File: src/rtl/uart_pkg.sv
// Shared definitions for the arbitrated UART transmitter.
//   state_e       : frame sequencer states
//   PARITY_*      : encodings for the PARITY parameter of uart_tx_arbiter
//   DATA_BITS     : payload width of one frame
//   IDLE_LEVEL    : line level while nothing is being sent
//   parity_bit()  : parity bit for a payload byte under a given encoding
package uart_pkg;

    typedef enum logic [2:0] {
        ST_IDLE  = 3'd0,
        ST_START = 3'd1,
        ST_DATA  = 3'd2,
        ST_PAR   = 3'd3,
        ST_STOP  = 3'd4
    } state_e;

    localparam int PARITY_NONE = 0;
    localparam int PARITY_EVEN = 1;
    localparam int PARITY_ODD  = 2;

    localparam int   DATA_BITS  = 8;
    localparam logic IDLE_LEVEL = 1'b1;

    function automatic logic parity_bit(input logic [DATA_BITS-1:0] b, input int mode);
        return (mode == PARITY_ODD) ? ~(^b) : (^b);
    endfunction

endpackage

File: src/rtl/rr_arbiter.sv
// Combinational round-robin selector.
//   req   : request vector
//   ptr   : index that currently has highest priority
//   gnt   : one-hot selection (all zero when nothing requests)
//   idx   : binary index of the selected requester
//   valid : a requester was selected
module rr_arbiter #(
    parameter int NREQ = 4
) (
    input  logic [NREQ-1:0] req,
    input  logic [2:0]      ptr,
    output logic [NREQ-1:0] gnt,
    output logic [2:0]      idx,
    output logic            valid
);

    // Walk priority distance k outward from ptr; the first hit wins.
    always_comb begin
        gnt   = '0;
        idx   = '0;
        valid = 1'b0;
        for (int k = 0; k < NREQ; k++) begin
            for (int i = 0; i < NREQ; i++) begin
                if (!valid && req[i] && (i == ((int'(ptr) + k) % NREQ))) begin
                    gnt[i] = 1'b1;
                    idx    = 3'(i);
                    valid  = 1'b1;
                end
            end
        end
    end

endmodule

File: src/rtl/uart_tx_arbiter.sv
// Shares one UART transmit line between NREQ byte requesters.
//   clk, rst_n : clock, asynchronous active-low reset
//   req, data  : per-requester request and byte (byte i at data[8i+7:8i])
//   gnt        : one-hot pulse in the cycle requester i's byte is captured
//   baud_tick  : bit-period tick from the external generator
//   baud_en    : runs the tick generator while a frame is on the line
//   txd        : serial output, idles high
//   busy       : grant cycle through end of stop bit
//   owner      : index of the requester whose frame is (or was last) sent
//
// state    | meaning
// ---------+---------------------------------------------
// ST_IDLE  | line high, arbitrate and capture a byte
// ST_START | start bit (low)
// ST_DATA  | payload bits, LSB first
// ST_PAR   | parity bit (only when PARITY != 0)
// ST_STOP  | stop bit (high)
module uart_tx_arbiter
    import uart_pkg::*;
#(
    parameter int NREQ   = 4,
    parameter int PARITY = 0
) (
    input  logic              clk,
    input  logic              rst_n,
    input  logic [NREQ-1:0]   req,
    input  logic [8*NREQ-1:0] data,
    output logic [NREQ-1:0]   gnt,
    input  logic              baud_tick,
    output logic              baud_en,
    output logic              txd,
    output logic              busy,
    output logic [2:0]        owner
);

    state_e                 state;
    logic [2:0]             bit_idx;
    logic [2:0]             ptr;
    logic [DATA_BITS-1:0]   shreg;
    logic [DATA_BITS-1:0]   sel_byte;
    logic [NREQ-1:0]        arb_gnt;
    logic [2:0]             arb_idx;
    logic                   arb_valid;
    logic [2:0]             ptr_next;
    logic                   grant_now;

    rr_arbiter #(.NREQ(NREQ)) u_rr (
        .req   (req),
        .ptr   (ptr),
        .gnt   (arb_gnt),
        .idx   (arb_idx),
        .valid (arb_valid)
    );

    // gnt and busy are decoded from req, so they are also gated by rst_n
    // to stay low for the whole time reset is held.
    assign grant_now = rst_n && (state == ST_IDLE) && arb_valid;
    assign gnt       = grant_now ? arb_gnt : '0;
    assign baud_en   = (state != ST_IDLE);
    assign busy      = baud_en || grant_now;
    assign ptr_next  = (arb_idx == 3'(NREQ - 1)) ? 3'd0 : arb_idx + 3'd1;

    always_comb begin
        sel_byte = '0;
        for (int i = 0; i < NREQ; i++) begin
            if (arb_gnt[i]) sel_byte = data[8*i +: 8];
        end
    end

    always_comb begin
        txd = IDLE_LEVEL;
        case (state)
            ST_START: txd = 1'b0;
            ST_DATA:  txd = shreg[bit_idx];
            ST_PAR:   txd = parity_bit(shreg, PARITY);
            ST_STOP:  txd = 1'b1;
            default:  txd = IDLE_LEVEL;
        endcase
    end

    // baud_tick is only acted on outside ST_IDLE, so stray ticks while idle
    // fall through without effect.
    always_ff @(posedge clk or negedge rst_n) begin
        if (!rst_n) begin
            state   <= ST_IDLE;
            bit_idx <= '0;
            shreg   <= '0;
            owner   <= '0;
            ptr     <= '0;
        end else begin
            case (state)
                ST_IDLE: begin
                    if (arb_valid) begin
                        shreg   <= sel_byte;
                        owner   <= arb_idx;
                        ptr     <= ptr_next;
                        bit_idx <= '0;
                        state   <= ST_START;
                    end
                end
                ST_START: begin
                    if (baud_tick) begin
                        bit_idx <= '0;
                        state   <= ST_DATA;
                    end
                end
                ST_DATA: begin
                    if (baud_tick) begin
                        if (bit_idx == 3'(DATA_BITS - 1))
                            state <= (PARITY != PARITY_NONE) ? ST_PAR : ST_STOP;
                        else
                            bit_idx <= bit_idx + 3'd1;
                    end
                end
                ST_PAR: begin
                    if (baud_tick) state <= ST_STOP;
                end
                ST_STOP: begin
                    if (baud_tick) state <= ST_IDLE;
                end
                default: state <= ST_IDLE;
            endcase
        end
    end

endmodule

File: config.mk
export PLATFORM = sky130hd
export DESIGN_NAME = uart_tx_arbiter
export DESIGN_NICKNAME = d
export VERILOG_FILES = /design/src/rtl/uart_pkg.sv /design/src/rtl/rr_arbiter.sv /design/src/rtl/uart_tx_arbiter.sv
export SDC_FILE = /design/constraint.sdc
export NUM_CORES = 1
export LEC_CHECK = 0
export BUFFER_PORTS_ARGS = -buffer_cell sky130_fd_sc_hd__buf_2
export CORE_MARGIN = 2
export CORE_UTILIZATION = 38
export DETAILED_ROUTE_END_ITERATION = 8
export PLACE_DENSITY = 0.67
export SLEW_MARGIN = 10
export SYNTH_ARGS = -nofsm -noshare
export SYNTH_HDL_FRONTEND = slang
export SYNTH_SLANG_ARGS = --single-unit
export TNS_END_PERCENT = 1
File: constraint.sdc
create_clock -name clk -period 1.6 [get_ports clk]
set_input_delay 0.24 -clock clk [delete_from_list [all_inputs] [get_ports clk]]
set_output_delay 0.24 -clock clk [all_outputs]
set_load 0.01 [all_outputs]
Word level (Yosys, flattened, before mapping)
Index checks and enable logic that the tools add are counted.
{"block": "word_totals", "register_bits": 19, "in_bits": 39, "output_inout_bits": 10, "word_cells": 168}
{"block": "op_classes", "addsub": 5, "order_cmp": 1, "n_eq_ne": 25, "muxes": 66, "n_bitwise": 3, "n_reduce_logical": 63}
{"op": "logical NOT 32 bit", "n": 4}
{"op": "logical AND 1 bit", "n": 33}
{"op": "two-way mux 1 bit", "n": 33}
{"op": "two-way mux 8 bit", "n": 4}
{"op": "two-way mux 2 bit", "n": 15}
{"op": "two-way mux 3 bit", "n": 9}
{"op": "== test 3 bit, first input constant", "n": 6}
{"op": "logical NOT 1 bit", "n": 15}
{"op": "one-hot mux 3 bit (5 select lines)", "n": 1}
{"op": "inequality test 2 bit, second input constant", "n": 7}
{"op": "== test 2 x 3 -> 1 bit, first input constant", "n": 3}
{"op": "== test 3 x 2 -> 1 bit, second input constant", "n": 3}
{"op": "one-hot mux 3 bit (3 select lines)", "n": 1}
{"op": "XOR reduction 8 bit", "n": 1}
{"op": "== test 3 bit, second input constant", "n": 2}
{"op": "AND reduction 6 bit", "n": 1}
{"op": "nonzero test 3 bit", "n": 2}
{"op": "OR reduction 2 bit", "n": 3}
{"op": "AND reduction 5 bit", "n": 1}
{"op": "adder 2 x 1 -> 2 bit, second input constant", "n": 2}
{"op": "adder 2 bit, second input constant", "n": 2}
{"op": "== test 2 bit, first input constant", "n": 2}
{"op": "less-than comparator 3 x 4 -> 1 bit, second input constant", "n": 1}
{"op": "two-way mux 4 bit", "n": 1}
{"op": "9 further kinds", "n": 11}

Depth between registers and ports, before layout
{"block": "depth", "depth_word": 65, "ltp_mapped": 7, "depth_no_buf": 7}

By module
Synthesis repeated with hierarchy kept, for this count alone.
{"block": "hier_totals", "hier_cells": 179, "area_unflattened_um2": 1515.2}
{"mod": "uart_tx_arbiter", "n_inst": 1, "cells_each": 150, "area_per_inst_um2": 1355.0, "seq_area_each_um2": 500.5}
{"mod": "rr_arbiter", "n_inst": 1, "cells_each": 29, "area_per_inst_um2": 160.2, "seq_area_each_um2": 0.0}

Worst setup path after synthesis
OpenSTA, ideal clock, no wires.
{"block": "synth_path", "path_type": "register to output", "startpoint": "register bit_idx[1]", "endpoint": "output port txd", "arrival_time_ps": 1580, "required_time_ps": 1360, "slack_ps": -220, "path_stages_with_launch": 5, "n_path_buf": 0, "path_cell_list": "dfrtp_1 -> mux4_2 -> o21ai_1 -> a311oi_1 -> or4_1"}
{"block": "synth_via", "elab_chain_cells": 3}
{"item": "start: declaration", "line_no": "uart_tx_arbiter.sv:37", "rtl": "logic [2:0] bit_idx;"}
{"item": "start signal: assignment", "line_no": "uart_tx_arbiter.sv:112", "rtl": "bit_idx <= bit_idx + 3'd1;"}
{"item": "binary-select mux 1 bit (select 3 bit)", "line_no": "uart_tx_arbiter.sv:74", "rtl": "ST_DATA: txd = shreg[bit_idx];"}
{"item": "two-way mux 1 bit (implied by the code)", "line_no": "uart_tx_arbiter.sv:74"}
{"item": "one-hot mux 1 bit (3 select lines)", "line_no": "uart_tx_arbiter.sv:72", "rtl": "case (state)"}
{"item": "end: declaration", "line_no": "uart_tx_arbiter.sv:31", "rtl": "output logic txd,"}
Every way passes these cells. The select of a mux whose other input is x is not followed.

Worst setup path in the final report
{"block": "layout_path", "startpoint": "register shreg[6]", "endpoint": "output port txd"}
{"block": "layout_via", "elab_chain_cells": 3, "word_cells_on_any_way": 4, "cone_classes": "mux (3); reduce/logical (1)"}
{"item": "start: declaration", "line_no": "uart_tx_arbiter.sv:39", "rtl": "logic [DATA_BITS-1:0] shreg;"}
{"item": "start signal: assignment", "line_no": "uart_tx_arbiter.sv:94", "rtl": "shreg <= sel_byte;"}
{"item": "binary-select mux 1 bit (select 3 bit)", "line_no": "uart_tx_arbiter.sv:74"}
{"item": "two-way mux 1 bit (implied by the code)", "line_no": "uart_tx_arbiter.sv:74"}
{"item": "one-hot mux 1 bit (3 select lines) (*)", "line_no": "uart_tx_arbiter.sv:72"}
Every way passes the cells marked *; elsewhere a longest branch is shown, timed or not. The select of a mux whose other input is x is not followed.

==> flow_summary.json <==
{
  "wl_met3_um": 225,
  "min_path_cells": 3,
  "slew_viol_final": 0,
  "drive_gt1_frac": 0.444,
  "cts_buffers": 3,
  "fin_ws_ns": -0.657,
  "synth_cells": 149,
  "cts_sinks": 18,
  "rows": 20,
  "yosys_warnings": 0,
  "fillers": 303,
  "dr.pass1.iters": 4,
  "synth_top_area_frac": 0.355,
  "cp_max_fo": 3,
  "cellLeakagePower_uw": 0.000850,
  "highest_layer": "met4",
  "fmax_mhz": 443,
  "start_util": 0.408,
  "fin_util": 0.588,
  "dpl_cell_area_um2": 1680,
  "syn_area_per_cell_um2": 8.51,
  "hold_path_class": "in2reg",
  "drt_iter0_drc": 66,
  "r2r_slack_ns": -0.12,
  "ys.flop_type": "dfrtp_1",
  "synth_top_family_by_area": "compound AO/OA/AOI/OAI gates",
  "dp_hpwl_um": 2800,
  "synth.yosys.seq_area_share": 0.355,
  "period_needed_ns": 2.26,
  "antenna_found_initial": 0,
  "ys_ff_latch": 18,
  "dieArea_um2": 3810,
  "ys_top_cells_by_area": "dfrtp_1 36%, nand2_1 6.8%, o221ai_1 6.2%, o21ai_0 5.9%, a221oi_1 5.5%",
  "pwr-share-clk": 0.087,
  "p_comb_frac": 0.635,
  "cp.depth": 5,
  "setup_viol": 8,
  "cts_tree": "yes",
  "finalCritPeriodShare": 1.41,
  "hold_viol": 0,
  "peakVddDrop_mv": 0.715,
  "cts_buffer_depth": 2,
  "synth_compound_area_frac": 0.274,
  "nets": 258,
  "min_from": "data[13]",
  "crit_chain": "mux4_2, o21ai_2, a311oi_1, or4_1, buf_2",
  "violations": "setup timing",
  "cap_viol_max_count": 0,
  "grt_pass1_wl_um": 5820,
  "drt-wirelength-per-cell_um": 14.2,
  "vias": 1415,
  "met1_length_um": 1630,
  "hold_end": "shreg[5]",
  "clk_latency_ns": 0.29,
  "grt_pass1_vias": 1298,
  "synth_edf_count": 0,
  "startpoint_type": "flip-flop",
  "syn_nets": 190,
  "multi_input_area_um2": 817,
  "cts_root_buf": "clkbuf_4",
  "gr-total-overflow": 0,
  "worstSetupPathType": "reg2out",
  "htree_levels": 1,
  "grt_setup_unrepaired": "yes",
  "intPower_uw": 1820,
  "ff2ff_path_depth": 9,
  "slowest_stage": "mux4_2",
  "required_ns": 1.36,
  "grtUsageTotal": 0.210,
  "fp.dieH_um": 61.8,
  "met2_length_um": 1800,
  "slowest_delay_ns": 0.49,
  "synth_mux_area_frac": 0.0336,
  "status": "complete, but fails checks",
  "synth_fa_ha_area_frac": 0.0197,
  "synthSimpleGateAreaFrac": 0.211,
  "drc_errors": 0,
  "switching_share": 0.433,
  "io_buffers": 47,
  "power_frac_seq": 0.277,
  "p_sw_uw": 1390,
  "n_antenna_cell": 0,
  "gp_congestion": 0.848,
  "async_reset_ff_frac": 1.00,
  "cpLargestDelayFamily": "multiplexers",
  "wl_um": 3680,
  "grt_max_degree": 14,
  "clkTransAtPathRegs_ns": 0.10,
  "path_buf_inv": 1,
  "io_pins": 49,
  "worstSetupStartpoint": "shreg[6]",
  "syn_area_um2": 1270,
  "ys_types": 39,
  "ant_nets": 0,
  "finalInstanceArea_um2": 1830,
  "power.density_nw_per_um2": 1760,
  "fin_skew_ns": 0.00643,
  "r2r_start": "bit_idx[1]",
  "synthXorXnorAreaFrac": 0.0484,
  "yosys.area.top_type": "dfrtp_1",
  "floorplan.core_area_um2": 3100,
  "viasPerCell": 5.44,
  "area_growth_pct": 44.0,
  "regArea_um2": 454,
  "end_kind": "output pin",
  "cp.arrival_ns": 2.02,
  "rr_endpoint": "bit_idx[0]",
  "die_x_um": 61.8
}
==> cell usage after synthesis, types with 2 or more instances <==
master and instances:
nand3b_1 4, nand3_1 2, nor3_1 2, buf_2 4, inv_1 2, nand2_1 23, a21o_1 2, or4_1 2
clkbuf_1 4, nor2_1 10, and3_1 4, dfrtp_1 18, a221oi_1 8, nand2b_1 2, ha_1 2, mux2i_1 2
nor2b_1 2, o21ai_0 15, o21ai_1 3, buf_4 2, xnor2_1 6, a21oi_1 5, o221ai_1 9
==> per-layer routing <==
| metal | GRT usage | up-vias |
|---|---|---|
| met4 | 0.0517 | 0 |
| li1 | - | 694 |
| met5 | 0 | - |
| met3 | 0.0373 | 4 |
| met2 | 0.353 | 50 |
| met1 | 0.283 | 667 |
==> cell type report <==
cell class,count,share of cell area
clock buffers,4,0.0199
inverters,2,0.00411
multi-input cells,118,0.448
flip-flops and latches,18,0.249
well taps,44,0.0302
repair buffers,74,0.249
==> how the worst max path moves through the flow <==
stage,slack [ns],endpoint
global placement,-0.29,txd
finish,-0.66,txd
CTS,-0.69,txd
detailed placement,-0.36,txd
floorplan,-0.22,txd
global route,-0.75,txd
==> through the flow <==
stage | std cells | setup TNS (ns) | hold WS (ns) | setup slack [ns] | total power, uW
after floorplan | 149 | -0.546 | -0.0556 | -0.220 | 2090
after global placement | 252 | -1.44 | 0.0989 | -0.292 | 2660
after detailed placement | 252 | -2.21 | 0.105 | -0.358 | 2740
after CTS | 258 | -1.45 | 0.251 | -0.692 | 3140
after global routing | 260 | -2.62 | 0.255 | -0.745 | 3490
final | 260 | -1.70 | 0.258 | -0.657 | 3210
==> sequential cells by signal, indices dropped and copies added (netlist names) <==
| name | flops |
|---|---|
| shreg | 8 |
| state | 3 |
| ptr | 2 |
| bit_idx | 3 |
| owner | 2 |
==> power groups by stage <==
stage	Combinational [uW]	Sequential (uW)	Clock, uW
5_1_grt	2260	915	315
3_3_place_gp	1810	851	0
3_5_place_dp	1870	868	0
4_1_cts	1980	877	289
2_1_floorplan	1290	796	0
6_report	2040	889	281
==> tightest hold or removal path: stages <==
cell	delay, ns
buf_2	0.07
a221oi_1	0.06
o21ai_1	0.14
==> cells in the final DEF (no fill, tap or decap), types with 3 or more instances in the layout <==
cell,Yosys,final
and3_1,4,3
nand2_1,23,23
dfrtp_2,0,3
dfrtp_1,18,15
buf_2,4,47
clkbuf_4,0,3
a221oi_1,8,8
nand3b_1,4,4
o221ai_1,9,9
buf_4,2,24
xnor2_1,6,6
nor2_1,10,10
o21ai_0,15,10
o21ai_1,3,5
==> what timing repair did <==
action / CTS / global route
buffers inserted: 0 / 2
pin swaps: 3 / 3
hold buffers: 2 / 0
cloned: 0 / 0
hold endpoints to repair: 5 / 0
setup endpoints to repair: 17 / 17
gates resized for setup: 19 / 7
==> logic make-up after synthesis <==
family,Yosys count
compound gates,50
fa+ha+maj,2
other cells,1
mux,3
flops,18
xor+xnor,7
simple gates,55
buf+inv,13
Power figures use the tool's default switching activity.
